$ cat src/rtl/bus_arbiter.sv
// Round-robin owner arbiter for the shared register/ALU select bus.
// Registered grant, 1-cycle turnaround between owners, forced release after MAX_HOLD.
module bus_arbiter_mask (
  input  logic clk,
  input  logic rst,
  input  logic req,
  input  logic set,
  output logic mask
);
  // A timed-out master stays locked out until it drops its request once.
  always_ff @(posedge clk or negedge rst)
    if (!rst) mask <= 1'b0;
    else      mask <= set | (mask & req);
endmodule

module bus_arbiter #(
  parameter int NREQ     = 4,
  parameter int ADDR_W   = 4,
  parameter int MAX_HOLD = 8
) (
  input  logic                     clk,
  input  logic                     rst,
  input  logic [NREQ-1:0]          req,
  input  logic [NREQ*ADDR_W-1:0]   req_addr,
  input  logic [NREQ-1:0]          req_wr,
  output logic [NREQ-1:0]          gnt,
  output logic                     bus_val,
  output logic [ADDR_W-1:0]        bus_addr,
  output logic                     bus_busy,
  output logic                     timeout_err
);
  localparam int PW = (NREQ > 1) ? $clog2(NREQ) : 1;

  typedef enum logic [1:0] {IDLE, GRANT, TURN} state_t;

  state_t            state, state_n;
  logic [PW-1:0]     rr_ptr, rr_n, owner, owner_n, owner_inc, sel;
  logic [7:0]        hold_cnt, hold_n;
  logic [NREQ-1:0]   mask, mask_set, elig, gnt_n;
  logic              sel_vld, val_n, terr_n;
  logic [ADDR_W-1:0] addr_n;

  for (genvar g = 0; g < NREQ; g++) begin : g_mask
    bus_arbiter_mask u_mask (
      .clk  (clk),
      .rst  (rst),
      .req  (req[g]),
      .set  (mask_set[g]),
      .mask (mask[g])
    );
  end

  assign elig      = req & ~mask;
  assign bus_busy  = (state != IDLE);
  assign owner_inc = (owner == PW'(NREQ-1)) ? '0 : owner + 1'b1;

  // First eligible index at or after rr_ptr, wrapping.
  always_comb begin
    sel     = '0;
    sel_vld = 1'b0;
    for (int i = 0; i < NREQ; i++) begin
      if (!sel_vld && elig[(int'(rr_ptr) + i) % NREQ]) begin
        sel_vld = 1'b1;
        sel     = PW'((int'(rr_ptr) + i) % NREQ);
      end
    end
  end

  always_comb begin
    state_n  = state;
    gnt_n    = gnt;
    owner_n  = owner;
    hold_n   = hold_cnt;
    rr_n     = rr_ptr;
    mask_set = '0;
    val_n    = bus_val;
    addr_n   = bus_addr;
    terr_n   = 1'b0;
    case (state)
      IDLE: begin
        gnt_n = '0;
        val_n = 1'b0;
        if (sel_vld) begin
          state_n = GRANT;
          gnt_n   = NREQ'(1) << sel;
          owner_n = sel;
          hold_n  = 8'd1;
        end
      end
      GRANT: begin
        if (!req[owner]) begin
          state_n = TURN;
          gnt_n   = '0;
          val_n   = 1'b0;
          rr_n    = owner_inc;
        end else if (hold_cnt == 8'(MAX_HOLD)) begin
          state_n         = TURN;
          gnt_n           = '0;
          val_n           = 1'b0;
          rr_n            = owner_inc;
          mask_set[owner] = 1'b1;
          terr_n          = 1'b1;
        end else begin
          hold_n = hold_cnt + 8'd1;
          addr_n = req_addr[int'(owner)*ADDR_W +: ADDR_W];
          val_n  = req_wr[owner];
        end
      end
      TURN: begin
        state_n = IDLE;
        gnt_n   = '0;
        val_n   = 1'b0;
      end
      default: begin
        state_n = IDLE;
        gnt_n   = '0;
        val_n   = 1'b0;
      end
    endcase
  end

  always_ff @(posedge clk or negedge rst)
    if (!rst) begin
      state       <= IDLE;
      gnt         <= '0;
      owner       <= '0;
      hold_cnt    <= '0;
      rr_ptr      <= '0;
      bus_val     <= 1'b0;
      bus_addr    <= '0;
      timeout_err <= 1'b0;
    end else begin
      state       <= state_n;
      gnt         <= gnt_n;
      owner       <= owner_n;
      hold_cnt    <= hold_n;
      rr_ptr      <= rr_n;
      bus_val     <= val_n;
      bus_addr    <= addr_n;
      timeout_err <= terr_n;
    end
endmodule

$ cat config.mk
export PLATFORM = sky130hd
export DESIGN_NAME = bus_arbiter
export DESIGN_NICKNAME = d
export VERILOG_FILES = /design/src/rtl/bus_arbiter.sv
export SDC_FILE = /design/constraint.sdc
export NUM_CORES = 1
export LEC_CHECK = 0
export ABC_AREA = 0
export CAP_MARGIN = 20
export CORE_MARGIN = 10
export CORE_UTILIZATION = 49
export CTS_CLUSTER_DIAMETER = 80
export DETAILED_ROUTE_END_ITERATION = 10
export PLACE_DENSITY = 0.79
export SYNTH_ARGS = -nofsm -noshare
export SYNTH_HDL_FRONTEND = slang
export SYNTH_SLANG_ARGS = --single-unit
$ cat constraint.sdc
create_clock -name clk -period 2.7 [get_ports clk]
set_clock_uncertainty 0.2 [all_clocks]
set_input_delay 0.54 -clock clk [delete_from_list [all_inputs] [get_ports clk]]
set_output_delay 0.54 -clock clk [all_outputs]
set_load 0.02 [all_outputs]
==> run summary <==
status: finished, final reports clean
FF-to-FF End: hold_cnt[7]$_DFFE_PN0P_
sequential-to-total area share from yosys stat: 44.8%
Core Region: 3050 um2
Layout area overhead: 29.8%
reg2reg path depth: 6
layout net count: 216
share of cells above drive strength 1: 10.4%
Yosys reg bits: 28
CTS H-Tree Depth: 1
WP data required: 1.96 ns
Fillers: 260
maximum fanout along the worst path: 7
DR pass1 iterations: 4
unrepaired setup endpoints after global routing: false
Final Wtd Congestion: 0.849
Routed WL: 3860 um
Hold Crit Depth: 2
Final Worst Setup Slack: 0.355 ns
worst skew pair latency: 0.35 ns
post-CTS setup buffer count: 0
pre-CTS setup slack: 0.114 ns
area leader, netlist: dfrtp_1
maximum vdd drop: 0.417 mV
Pins Over Slew Limit: 0
hpwl dp: 3130 um
clock sink count: 28
# port buffers: 36
Hold Slack: 0.327 ns
Hold-fix buffers, CTS: 0
top_reg_cell synth: dfrtp_1
via count: 1248
HP Start: gnt[2]$_DFFE_PN0P_
clk buf depth: 2
Resize count post-CTS: 0
Ys Warns: 0
Hold Vio Cnt, Final: 0
Worst-Margin Slew: 0.501 ns
commonest cells in the netlist: 28 x dfrtp_1, 14 x o21ai_0, 11 x inv_1, 11 x nand2_1, 8 x nand3_1
Yosys cell types: 35
Site Rows: 20
vias in the first global route: 1281
Synth top area share: 44.8%
CP Data Arrival Time: 1.60 ns
Sum Neg Setup Slack: 0 ns
EDFF count, synth: 0
Die Y: 76.5 um
initial antenna violation count: 0
R2R setup slack: 0.48 ns
Net Count, Synth: 174
top-count cell post-synth: dfrtp_1
fmax: 426 MHz
critical path class: flop to output pin
post-route ant nets: 0
CTS tree: done
Root Driver: clkbuf_4
hold worst-path end: gnt[2]$_DFFE_PN0P_
Worst Setup End Kind: output pin
largest net degree at the start of global routing: 29
period utilization: 86.8%
Vias/cell: 5.50
ys async rst share: 100%
IO Pins: 37
Avg Cell Area, Syn: 11.0 um2
Starting Density: 51.3%
first-pass GRT wire length: 6460 um
Slew HR: 66.6%
ant diodes: 0
Worst Hold Class: flop to flop
Clock transition at path regs: 0.16 ns
drt wl/cell: 17.0 um
final setup fails: 0
mapped cell area: 1570 um2
LEAKAGE: 0.883 nW
Total Die Area: 5860 um2
GRT Util Overall: 13.4%
grt total ovfl: 0
crit start category: flop
die width: 76.5 um
pwr dens: 957 nW/um2
Remaining DRCs: 0
DRT iter0 DRCs: 46
largest cells by area after synthesis: dfrtp_1 45%, mux4_1 6.7%, ha_1 4.8%
CTS Buf Count: 3
post-route minimum period: 2.34 ns
synthesized instance count: 142
max cap viols: 0
worst r2r src: owner[1]$_DFFE_PN0P_
## logic make-up after synthesis
kind of cell / Yosys count / share of synthesized area [%]
AND/OR/NAND/NOR: 50 / 17.0
AO/OA/AOI/OAI: 28 / 11.6
flip-flops: 28 / 44.8
buffers and inverters: 15 / 5.12
multiplexers: 14 / 16.1
adder cells (fa/ha/maj): 6 / 4.80
XOR/XNOR: 1 / 0.560
## metal layers
metal	track usage (%)	share of wire, %	vias to the layer above	routed length [um]
li1	-	-	595	-
met1	15.4	42	622	1610
met2	24.7	54	26	2070
met3	2.24	3.4	5	130
met4	3.35	1.4	0	54
met5	0	0	-	0
## worst max-delay path by stage
stage,from,end,slack (ns),cells past startpoint
6_report,state[0]$_DFFE_PN0P_,bus_busy,0.36,3
4_1_cts,state[0]$_DFFE_PN0P_,bus_busy,0.35,3
2_1_floorplan,owner[0]$_DFFE_PN0P_,bus_addr[0]$_DFFE_PN0N_,0.52,7
3_3_place_gp,req[3],bus_addr[0]$_DFFE_PN0N_,0.17,5
5_1_grt,state[0]$_DFFE_PN0P_,bus_busy,0.26,3
3_5_place_dp,req[3],bus_addr[3]$_DFFE_PN0N_,0.11,5
## power breakdown
| part | switching (W) | leakage [nW] | internal [W] | total [W] |
|---|---|---|---|---|
| Clock | 0.000134 | 0.0279 | 0.000151 | 0.000284 |
| Sequential | 0.000147 | 0.364 | 0.000546 | 0.000693 |
| Combinational | 0.000458 | 0.491 | 0.000510 | 0.000967 |
## sequential cells by signal (all words and copies together) (netlist names)
signal	flops
bus_addr	4
bus_val	1
g_mask.u_mask.mask	4
gnt	4
hold_cnt	8
owner	2
rr_ptr	2
state	2
timeout_err	1
## worst max-delay path, cell delays in order, from the launching register on
cell and delay (ns):
dfrtp_1 0.48, nor2_1 0.20, inv_1 0.06, clkdlybuf4s50_1 0.53
## stage by stage
step	instances	instance area, um2	utilization (%)	power, W
5_1_grt	227	2030	66.6	0.00208
3_3_place_gp	223	1980	64.8	0.00163
3_5_place_dp	223	1980	64.8	0.00167
6_report	227	2030	66.6	0.00194
2_1_floorplan	142	1570	-	0.00131
4_1_cts	227	2030	66.6	0.00196
## placed cells by master, fill, tap and decap left out, drive strengths merged
master         Yosys  layout
a311o              1       1
clkdlybuf4s50      0      36
a2bb2oi            1       1
and3               2       2
nand2b             5       5
mux2i              2       2
dfrtp             28      28
xor2               1       1
mux4               6       6
o21ai             14      14
ha                 6       6
and2               4       4
a22o               4       4
nor2b              4       4
mux2               6       6
inv               11      11
buf                4       5
bufinv             0       1
nand4              5       5
o2111ai            1       1
nor2               7       7
nand3              8       8
a21oi              2       2
clkbuf             0       3
a311oi             1       1
or4                1       1
o22ai              1       1
nor4               1       1
o21a               1       1
nand2             11      11
a32oi              1       1
or3                2       2
o31ai              1       1
## area by class of cell
cell class | instances | area [um2] | area share, %
clock buffer | 3 | 22.5 | 1.11
multi-input combinational | 99 | 785 | 38.6
inverter | 11 | 41.3 | 2.03
clock inverter | 1 | 30.0 | 1.48
sequential | 28 | 701 | 34.5
tap | 44 | 55.1 | 2.71
timing repair buffer | 41 | 398 | 19.6
No activity file was read; power rests on OpenSTA's default activity.
